[config.mk]
export PLATFORM = sky130hd
export DESIGN_NAME = memory_turn_sched_flat
export DESIGN_NICKNAME = d
export VERILOG_FILES = /design/src/rtl/memory_turn_sched_if.sv /design/src/rtl/memory_turn_sched.sv /design/src/flat_wrapper.sv
export SDC_FILE = /design/constraint.sdc
export NUM_CORES = 1
export LEC_CHECK = 0
export ABC_AREA = 1
export BUFFER_PORTS_ARGS = -buffer_cell sky130_fd_sc_hd__buf_2
export CORE_MARGIN = 10
export CORE_UTILIZATION = 45
export DETAILED_ROUTE_END_ITERATION = 16
export PLACE_DENSITY = 0.67
export SLEW_MARGIN = 10
export SYNTH_ARGS = -nofsm -noshare
export SYNTH_HDL_FRONTEND = slang
export SYNTH_SLANG_ARGS = --single-unit
[constraint.sdc]
create_clock -name clk -period 3.43 [get_ports clk]
set_input_delay 0.1715 -clock clk [delete_from_list [all_inputs] [get_ports clk]]
set_output_delay 0.1715 -clock clk [all_outputs]
set_load 0.01 [all_outputs]
[src/rtl/memory_turn_sched_if.sv]
// Bundles the pulse/switch inputs and the board/score/display outputs of the memory-game turn scheduler.
interface memory_turn_sched_if;
    logic        start_pulse;
    logic        click_pulse;
    logic [3:0]  sel_idx;
    logic [47:0] deck;
    logic [15:0] faceup_mask;
    logic [15:0] removed_mask;
    logic        current_player;
    logic [3:0]  p1_pairs;
    logic [3:0]  p2_pairs;
    logic [3:0]  seconds_left;
    logic        game_over;
    logic [1:0]  winner_code;

    modport master (
        output start_pulse, click_pulse, sel_idx, deck,
        input  faceup_mask, removed_mask, current_player, p1_pairs, p2_pairs,
               seconds_left, game_over, winner_code
    );

    modport slave (
        input  start_pulse, click_pulse, sel_idx, deck,
        output faceup_mask, removed_mask, current_player, p1_pairs, p2_pairs,
               seconds_left, game_over, winner_code
    );
endinterface

[src/rtl/memory_turn_sched.sv]
// Two-player memory game turn scheduler: picks, show hold, scoring, per-turn countdown, winner detection.
// Optional macro MEMTURN_MATCH_EXTRA_TURN_EN: a non-final match keeps the current player.
module memory_turn_sched #(
    parameter int unsigned TICKS_PER_SEC = 50000000,
    parameter int unsigned TURN_SECONDS  = 15,
    parameter int unsigned SHOW_TICKS    = 50000000
) (
    input  logic clk,
    input  logic rst,
    memory_turn_sched_if.slave bus
);
    localparam int unsigned TICK_W = $clog2(TICKS_PER_SEC);
    localparam int unsigned SHOW_W = $clog2(SHOW_TICKS + 1);

    typedef enum logic [2:0] {IDLE, PICK1, PICK2, SHOW, RESOLVE, WIN} state_t;

    state_t              state_q, state_d;
    logic [15:0]         faceup_q, faceup_d;
    logic [15:0]         removed_q, removed_d;
    logic                player_q, player_d;
    logic [3:0]          p1_q, p1_d;
    logic [3:0]          p2_q, p2_d;
    logic [3:0]          secs_q, secs_d;
    logic [TICK_W-1:0]   tick_q, tick_d;
    logic [SHOW_W-1:0]   show_q, show_d;
    logic [3:0]          first_q, first_d;
    logic [3:0]          second_q, second_d;
    logic                over_q, over_d;
    logic [1:0]          winner_q, winner_d;

    logic        eligible;
    logic        is_match;
    logic [5:0]  base_a;
    logic [5:0]  base_b;
    logic [4:0]  total;

    // State and datapath registers
    always_ff @(posedge clk or posedge rst) begin
        if (rst) begin
            state_q  <= IDLE;
            faceup_q <= '0;
            removed_q <= '0;
            player_q <= 1'b0;
            p1_q     <= '0;
            p2_q     <= '0;
            secs_q   <= 4'(TURN_SECONDS);
            tick_q   <= '0;
            show_q   <= '0;
            first_q  <= '0;
            second_q <= '0;
            over_q   <= 1'b0;
            winner_q <= '0;
        end else begin
            state_q  <= state_d;
            faceup_q <= faceup_d;
            removed_q <= removed_d;
            player_q <= player_d;
            p1_q     <= p1_d;
            p2_q     <= p2_d;
            secs_q   <= secs_d;
            tick_q   <= tick_d;
            show_q   <= show_d;
            first_q  <= first_d;
            second_q <= second_d;
            over_q   <= over_d;
            winner_q <= winner_d;
        end
    end

    // Next-state and datapath logic
    always_comb begin
        state_d  = state_q;
        faceup_d = faceup_q;
        removed_d = removed_q;
        player_d = player_q;
        p1_d     = p1_q;
        p2_d     = p2_q;
        secs_d   = secs_q;
        tick_d   = tick_q;
        show_d   = show_q;
        first_d  = first_q;
        second_d = second_q;
        over_d   = over_q;
        winner_d = winner_q;
        total    = '0;

        eligible = !removed_q[bus.sel_idx] &&
                   !((state_q == PICK2) && (bus.sel_idx == first_q));
        base_a   = 6'(first_q) * 6'd3;
        base_b   = 6'(second_q) * 6'd3;
        is_match = (bus.deck[base_a +: 3] == bus.deck[base_b +: 3]);

        case (state_q)
            IDLE, WIN: begin
                if (bus.start_pulse) begin
                    state_d   = PICK1;
                    faceup_d  = '0;
                    removed_d = '0;
                    player_d  = 1'b0;
                    p1_d      = '0;
                    p2_d      = '0;
                    secs_d    = 4'(TURN_SECONDS);
                    tick_d    = '0;
                    over_d    = 1'b0;
                    winner_d  = '0;
                end
            end
            PICK1, PICK2: begin
                if (secs_q == 4'd0) begin
                    // Timeout forfeits the turn and drops any same-cycle click
                    state_d  = PICK1;
                    faceup_d = '0;
                    player_d = ~player_q;
                    secs_d   = 4'(TURN_SECONDS);
                    tick_d   = '0;
                end else begin
                    if (tick_q == TICK_W'(TICKS_PER_SEC - 1)) begin
                        tick_d = '0;
                        secs_d = secs_q - 4'd1;
                    end else begin
                        tick_d = tick_q + TICK_W'(1);
                    end
                    if (bus.click_pulse && eligible) begin
                        faceup_d = faceup_q | (16'(1) << bus.sel_idx);
                        if (state_q == PICK1) begin
                            first_d = bus.sel_idx;
                            state_d = PICK2;
                        end else begin
                            second_d = bus.sel_idx;
                            show_d   = '0;
                            state_d  = SHOW;
                        end
                    end
                end
            end
            SHOW: begin
                if (show_q == SHOW_W'(SHOW_TICKS - 1)) begin
                    state_d = RESOLVE;
                end else begin
                    show_d = show_q + SHOW_W'(1);
                end
            end
            RESOLVE: begin
                faceup_d = '0;
                if (is_match) begin
                    removed_d = removed_q | (16'(1) << first_q) | (16'(1) << second_q);
                    if (player_q) p2_d = p2_q + 4'd1;
                    else          p1_d = p1_q + 4'd1;
                end
                total = 5'(p1_d) + 5'(p2_d);
                if (total == 5'd8) begin
                    state_d   = WIN;
                    over_d    = 1'b1;
                    removed_d = '1;
                    if (p1_d > p2_d)      winner_d = 2'd1;
                    else if (p2_d > p1_d) winner_d = 2'd2;
                    else                  winner_d = 2'd3;
                end else begin
                    state_d = PICK1;
`ifdef MEMTURN_MATCH_EXTRA_TURN_EN
                    player_d = is_match ? player_q : ~player_q;
`else
                    player_d = ~player_q;
`endif
                    secs_d = 4'(TURN_SECONDS);
                    tick_d = '0;
                end
            end
            default: state_d = IDLE;
        endcase
    end

    assign bus.faceup_mask    = faceup_q;
    assign bus.removed_mask   = removed_q;
    assign bus.current_player = player_q;
    assign bus.p1_pairs       = p1_q;
    assign bus.p2_pairs       = p2_q;
    assign bus.seconds_left   = secs_q;
    assign bus.game_over      = over_q;
    assign bus.winner_code    = winner_q;
endmodule

[src/flat_wrapper.sv]
// flat-port wrapper written by rule: the top's interface ports become plain ports
module memory_turn_sched_flat 
#(
    parameter int unsigned TICKS_PER_SEC = 50000000,
    parameter int unsigned TURN_SECONDS  = 15,
    parameter int unsigned SHOW_TICKS    = 50000000
)
  (clk, rst, bus_start_pulse, bus_click_pulse, bus_sel_idx, bus_deck, bus_faceup_mask, bus_removed_mask, bus_current_player, bus_p1_pairs, bus_p2_pairs, bus_seconds_left, bus_game_over, bus_winner_code);
  memory_turn_sched_if bus_i ();
  input  logic clk;
  input  logic rst;
  input wire logic [$bits(bus_i.start_pulse)-1:0] bus_start_pulse;
  input wire logic [$bits(bus_i.click_pulse)-1:0] bus_click_pulse;
  input wire logic [$bits(bus_i.sel_idx)-1:0] bus_sel_idx;
  input wire logic [$bits(bus_i.deck)-1:0] bus_deck;
  output wire logic [$bits(bus_i.faceup_mask)-1:0] bus_faceup_mask;
  output wire logic [$bits(bus_i.removed_mask)-1:0] bus_removed_mask;
  output wire logic [$bits(bus_i.current_player)-1:0] bus_current_player;
  output wire logic [$bits(bus_i.p1_pairs)-1:0] bus_p1_pairs;
  output wire logic [$bits(bus_i.p2_pairs)-1:0] bus_p2_pairs;
  output wire logic [$bits(bus_i.seconds_left)-1:0] bus_seconds_left;
  output wire logic [$bits(bus_i.game_over)-1:0] bus_game_over;
  output wire logic [$bits(bus_i.winner_code)-1:0] bus_winner_code;
  assign bus_i.start_pulse = bus_start_pulse;
  assign bus_i.click_pulse = bus_click_pulse;
  assign bus_i.sel_idx = bus_sel_idx;
  assign bus_i.deck = bus_deck;
  assign bus_faceup_mask = bus_i.faceup_mask;
  assign bus_removed_mask = bus_i.removed_mask;
  assign bus_current_player = bus_i.current_player;
  assign bus_p1_pairs = bus_i.p1_pairs;
  assign bus_p2_pairs = bus_i.p2_pairs;
  assign bus_seconds_left = bus_i.seconds_left;
  assign bus_game_over = bus_i.game_over;
  assign bus_winner_code = bus_i.winner_code;
  memory_turn_sched #(.TICKS_PER_SEC(TICKS_PER_SEC), .TURN_SECONDS(TURN_SECONDS), .SHOW_TICKS(SHOW_TICKS)) u_core (.clk(clk), .rst(rst), .bus(bus_i));
endmodule
======== After elaboration in Yosys (flattened, before gate mapping) ========
Cells that the tools add are included.
word-level totals
  register bits ........................... 111
  input port bits ......................... 56
  output and inout port bits .............. 48
  word-level logic and storage cells ...... 131
cells by class
  add/sub/neg operators ................... 6
  multiply operators ...................... 2
  $lt $le $gt $ge ......................... 3
  equal/unequal tests ..................... 22
  shifts and indexed selects .............. 5
  muxes and demuxes ....................... 51
  bitwise logic cells ..................... 6
  reductions and logical operators ........ 23
operators with widths
  kind                                                                 count
  26-bit 2-to-1 mux                                                    8
  48-bit by 7-bit variable part select with 3-bit output               2
  16-bit 2-to-1 mux                                                    5
  26-bit one-hot mux with 3 select lines                               1
  26-bit by 1-bit adder with 26-bit output (second input constant)     2
  26-bit == test (second input constant)                               2
  26-bit one-hot mux with 2 select lines                               1
  16-bit OR                                                            3
  16-bit one-hot mux with 3 select lines                               1
  1-bit by 4-bit << shifter with 16-bit output (first input constant)  3
  4-bit 2-to-1 mux                                                     11
  16-bit one-hot mux with 2 select lines                               1
  4-bit one-hot mux with 2 select lines                                2
  4-bit AND reduction                                                  4
  3-bit 2-to-1 mux                                                     5
  3-bit AND reduction                                                  5
  4-bit by 2-bit multiplier with 6-bit output (second input constant)  2
  3-bit one-hot mux with 4 select lines                                1
  4-bit one-hot mux with 3 select lines                                1
  2-bit != test (second input constant)                                5
  3-bit by 1-bit != test with 1-bit output (second input constant)     3
  4-bit by 1-bit adder with 4-bit output (second input constant)       2
  4-bit greater-than comparator                                        2
  2-bit by 1-bit != test with 1-bit output (second input constant)     4
  other kinds (25)                                                     42

======== Depth between registers and ports, before layout ========
  depth in word-level cells ............... 10
  mapped depth ............................ 30
  mapped depth without buffers ............ 27

======== Worst setup path before layout ========
Ideal clock, no wire load.
  path type ............................... flip-flop to flip-flop
  start ................................... reg u_core.second_q[0]
  end ..................................... reg u_core.tick_q[5]
  library setup time ...................... 71 ps
  arrival time ............................ 3516 ps
  data required time ...................... 3359 ps
  slack ................................... -157 ps
  stages on the path, launching flop included .. 28
  path buffers ............................ 3
  period minus slack after synthesis ...... 3587 ps
  cells stage by stage .................... dfrtp_1 > buf_6 > buf_4 > o21ai_0 > nand2_1 > nand3_1 > nand3_1 > nand2_1 > inv_1 > nand2_1 > nand2_1 > nor2_1 > nand3b_1 > nand2_1 > inv_1 > ha_1 > inv_1 > ha_1 > nor4_1 > nand3_1 > nand2_1 > nand3_2 > nand2_4 > inv_2 > nand2_2 > buf_4 > nand2_1 > nor2_1
between the ends
  cells in the longest elaborated chain, start to end .. 9
  elaborated cells between the ends (all ways) .. 11
  classes of those cells .................. 1 x add/sub; 1 x mul; 3 x eq/ne; 1 x shift; 4 x mux; 1 x reduce/logical
ends and longest elaborated chain
  what                                                      line                      source
  start: declaration                                        memory_turn_sched.sv:27   logic [3:0] second_q, second_d;
  start signal: assignment                                  memory_turn_sched.sv:64   second_q <= second_d;
  4-bit by 2-bit multiplier with 6-bit output *             memory_turn_sched.sv:90   base_b = 6'(second_q) * 6'd3;
  48-bit by 7-bit variable part select with 3-bit output *  memory_turn_sched.sv:91   is_match = (bus.deck[base_a +: 3] == bus.deck[base_b +: 3]);
  3-bit == test *                                           memory_turn_sched.sv:91
  4-bit 2-to-1 mux                                          memory_turn_sched.sv:145  if (is_match) begin
  4-bit 2-to-1 mux                                          memory_turn_sched.sv:93   case (state_q)
  4-bit by 4-bit adder with 5-bit output *                  memory_turn_sched.sv:150  total = 5'(p1_d) + 5'(p2_d);
  5-bit by 4-bit == test with 1-bit output *                memory_turn_sched.sv:151  if (total == 5'd8) begin
  2-bit != test (no line) *                                 --
  3-bit AND reduction (no line) *                           --
  end signal: assignment                                    memory_turn_sched.sv:61   tick_q <= tick_d;
  end: declaration                                          memory_turn_sched.sv:24   logic [TICK_W-1:0] tick_q, tick_d;
Mark *: on every way between the ends. The rest lies on a longest branch, timed or not. The select of a mux whose other input is x is not followed.
A chain may end at the register's enable or synchronous reset.

======== Worst setup path after layout ========
  start ................................... reg u_core.first_q[0]
  end ..................................... reg u_core.tick_q[11]
between the ends
  cells in the longest elaborated chain, start to end .. 9
  elaborated cells between the ends (all ways) .. 11
  classes of those cells .................. 1 x add/sub; 1 x mul; 3 x eq/ne; 1 x shift; 4 x mux; 1 x reduce/logical
ends and longest elaborated chain
  what                                                      line                      source
  start: declaration                                        memory_turn_sched.sv:26   logic [3:0] first_q, first_d;
  start signal: assignment                                  memory_turn_sched.sv:63   first_q <= first_d;
  4-bit by 2-bit multiplier with 6-bit output *             memory_turn_sched.sv:89   base_a = 6'(first_q) * 6'd3;
  48-bit by 7-bit variable part select with 3-bit output *  memory_turn_sched.sv:91
  3-bit == test *                                           memory_turn_sched.sv:91
  4-bit 2-to-1 mux                                          memory_turn_sched.sv:145
  4-bit 2-to-1 mux                                          memory_turn_sched.sv:93
  4-bit by 4-bit adder with 5-bit output *                  memory_turn_sched.sv:150
  5-bit by 4-bit == test with 1-bit output *                memory_turn_sched.sv:151
  2-bit != test (no line) *                                 --
  3-bit AND reduction (no line) *                           --
Marked as above.

==> impl_results.md <==
* Status: finished, violations left
* Failing checks: setup timing
* Cell Int Power at 4991 uW
* Mapped Nets at 1322
* CTS Buffer Depth at 2
* R2R Path End: u_core.tick_q[11]
* Power Density at 952.1 nW/um2
* Cell count after synthesis at 1252
* Synth area leaders: dfrtp_1 32%, nand2_1 17%, nand3_1 9.0%, inv_1 5.9%, o21ai_0 5.2%
* Worst-Margin Slew at 1.150 ns
* Synth top area share at 32.27%
* Leakage at 0.004977 uW
* Max_cap viols at 0
* Vias in the first global route at 8571
* CP max stage cell: dfrtp_2
* Worst reg2reg setup slack at -0.18 ns
* DR WL/cell at 16.10 um
* Compound-Gate Fraction of Synth Area at 12.39%
* Global Route Usage Sum at 20.92%
* Syn Area/Cell at 6.628 um2
* Synth Register Bits at 111
* Most frequent CP cell: nand2_1
* Worst Setup Path Type: register to register
* Fmax at 276.7 MHz
* TritonCTS clock tree: done
* Adder-cell area share of the yosys netlist at 2.111%
* Length of routed met2 wiring at 12.67 mm
* Worst-Skew Late Latency at 0.37 ns
* Comb power frac at 68.0%
* Port bufs at 103
* TritonRoute pass-1 iters at 5
* Largest net degree at the start of global routing at 83
* Syn-to-layout area delta at 25.14%
* Minimum clock period at 3.615 ns
* Leading cell type in the layout, fill and taps excluded: nand2_1
* Yosys synthesis warning count at 0
* Die width at 155.8 um
* WP data required at 3.73 ns
* Uppermost routed layer: met4
* Critical path launch point type: register
* Clock power frac at 11.8%
* Slew Viols, Final at 0
* Hold-fix buffers, CTS at 0
* Clock Root Buffer: clkbuf_16
* Slew HR at 23.33%
* Endpoints failing hold at 0
* Clock transition at path regs at 0.08 ns
* Antenna diodes at 0
* Period utilisation layout at 105.4%
* Layout cells sized above 1 at 22.64%
* DRC errors left at 0
* Leading cell types in the layout, fill and taps excluded: 353 x nand2_1, 140 x nand3_1, 120 x inv_1
* Number of cell rows at 49
* Synth Area in Simple Gates at 37.85%
* Place WS at -0.1346 ns
* Reg-to-reg critical path startpoint: u_core.first_q[0]
* Power after layout at 9887 uW
* Area used by multi-input combinational logic at 5067 um2
* Arrival time worst endpoint at 3.92 ns
* Final HPWL DP at 18.64 mm
* Met3 Routed Length at 1.876 mm
* Wl on met1 at 11.34 mm
* CORE AREA at 18020 um2
* Cell variety after synth at 50
* Sw Ratio at 49.52%
* Iter 0 DRT Violations at 823
* RePlAce Congestion at 0.9668
* Storage cell area at 2785 um2
* Maximum vdd ir drop at 0.6688 mV
* Layout Skew at 0.01284 ns
* Fin worst setup slack at -0.1847 ns
* CP max FO at 5
* First-pass GRT wire length at 42.73 mm
* NumNets Final at 1465
* Nature of the critical path endpoint: register
* Starting density of the core at 46.04%
* Reg2reg path depth at 28
* Mapped Area at 8298 um2
* Post-DRT Antenna Nets at 0
* # H-tree levels at 3
* Total gr overflow at 0
* Sequential power share at 20.2%
* Die Y at 155.8 um
* Post-synthesis mux area share at 0%
* Critical Path Max Stage Delay at 0.46 ns
* Fillcell total at 1745
* Hold Crit Class: input pin to async pin
* RSZ-0062 raised after global routing: true
* Final setup vio count at 51
* Post-synthesis xor/xnor area fraction at 4.101%
* Initial antenna violation count at 0
* Clk sinks at 111
* Via Count at 9064
* Net switching power at 4896 uW
* Vias/cell at 5.564
* Number of I/O pins at 104
* Largest family of logic cells by synthesized area: simple AND/OR/NAND/NOR gates
* Register area share after synthesis at 33.53%
* Yosys top cell by area: dfrtp_1
* Die ar. at 24270 um2
* Total Routed Length at 26.22 mm
* CTS Buf Count at 9
[repair_timing]
action,4_1_cts,5_1_grt
pin swaps,14,23
endpoints found under the setup margin,47,51
buffers inserted,9,5
gates cloned,6,2
resized for setup,62,70
[metal layers]
layer	vias up	track usage (%)
li1	4421	-
met1	4268	27.38
met2	340	34.62
met3	35	4.439
met4	0	4.545
met5	-	0
[cells in the mapped netlist (all sizes together)]
library cell  instances
o31ai                 2
nand3               151
nand4                30
o22ai                 4
o41ai                 2
xnor2                10
nor3b                 1
xor2                 28
inv                 140
o21bai                1
nor2                 81
a31oi                18
a22o                  1
dfrtp               107
nor4                 18
o21ai                89
o21a                  1
nand3b               10
clkinv                3
o211ai                3
clkbuf               28
a221oi                1
dfstp                 4
buf                  29
o32ai                 6
or2                   7
a21oi                47
nand2               380
nor3                 28
a22oi                 1
ha                   14
a311oi                5
and2                  1
and3                  1
[worst max-delay path by stage]
stage,startpoint,endpoint,slack [ns],cells past startpoint
global route,u_core.first_q[0],u_core.tick_q[6],-0.39,28
global placement,u_core.second_q[0],u_core.tick_q[13],-0.04,25
finish,u_core.first_q[0],u_core.tick_q[11],-0.18,28
floorplan,u_core.first_q[0],u_core.tick_q[5],0.003,27
CTS,u_core.first_q[0],u_core.tick_q[6],-0.06,27
detailed placement,u_core.second_q[0],u_core.tick_q[18],-0.13,24
[power groups by stage]
stage	sequential [uW]	combinational, uW	clock, uW
after global routing	2040	7380	1230
after global placement	2000	5230	0
after floorplan	1960	3450	0
final	2000	6730	1160
after CTS	1980	5970	1190
after detailed placement	2010	5270	0
[logic make-up after synthesis]
logic type | Yosys count
XOR/XNOR | 38
adder cells (fa/ha/maj) | 14
AND/OR/NAND/NOR | 708
flip-flops | 111
buffers and inverters | 200
AO/OA/AOI/OAI | 181
[final cells by class]
type	count	share of cell area (%)
timing repair inverter	1	0.03615
clock buffer	9	2.169
clock inverter	7	0.9399
inverter	143	5.458
timing repair buffer	187	13.01
sequential	111	26.82
multi-input combinational	942	48.80
tap	229	2.759
[per-stage QoR]
stage	area (um2)	util, %	hold WS, ns	instances	setup TNS, ns
2_1_floorplan	8308	-	0.2925	1252	0
3_3_place_gp	9374	52.01	0.4502	1592	-0.3657
3_5_place_dp	9374	52.01	0.4660	1592	-2.919
4_1_cts	10080	55.91	0.08011	1623	-0.5062
5_1_grt	10380	57.61	0.1127	1629	-16.64
6_report	10380	57.61	0.003575	1629	-5.607
[worst max-delay path: cells and delay by family (launching register included)]
family	cells	cell delay (ns)
simple gates	17	1.65
buf+inv	7	0.77
flops	1	0.46
compound gates	3	0.38
fa+ha+maj	1	0.27
[sequential cells by signal (all words and copies together), names as in the netlist]
name,count
u_core.bus.game_over,1
u_core.bus.removed_mask,16
u_core.bus.p1_pairs,4
u_core.bus.seconds_left,4
u_core.first_q,4
u_core.state_q,3
u_core.tick_q,26
u_core.bus.winner_code,2
u_core.second_q,4
u_core.bus.current_player,1
u_core.bus.p2_pairs,4
u_core.bus.faceup_mask,16
u_core.show_q,26
Power figures use the tool's default switching activity.
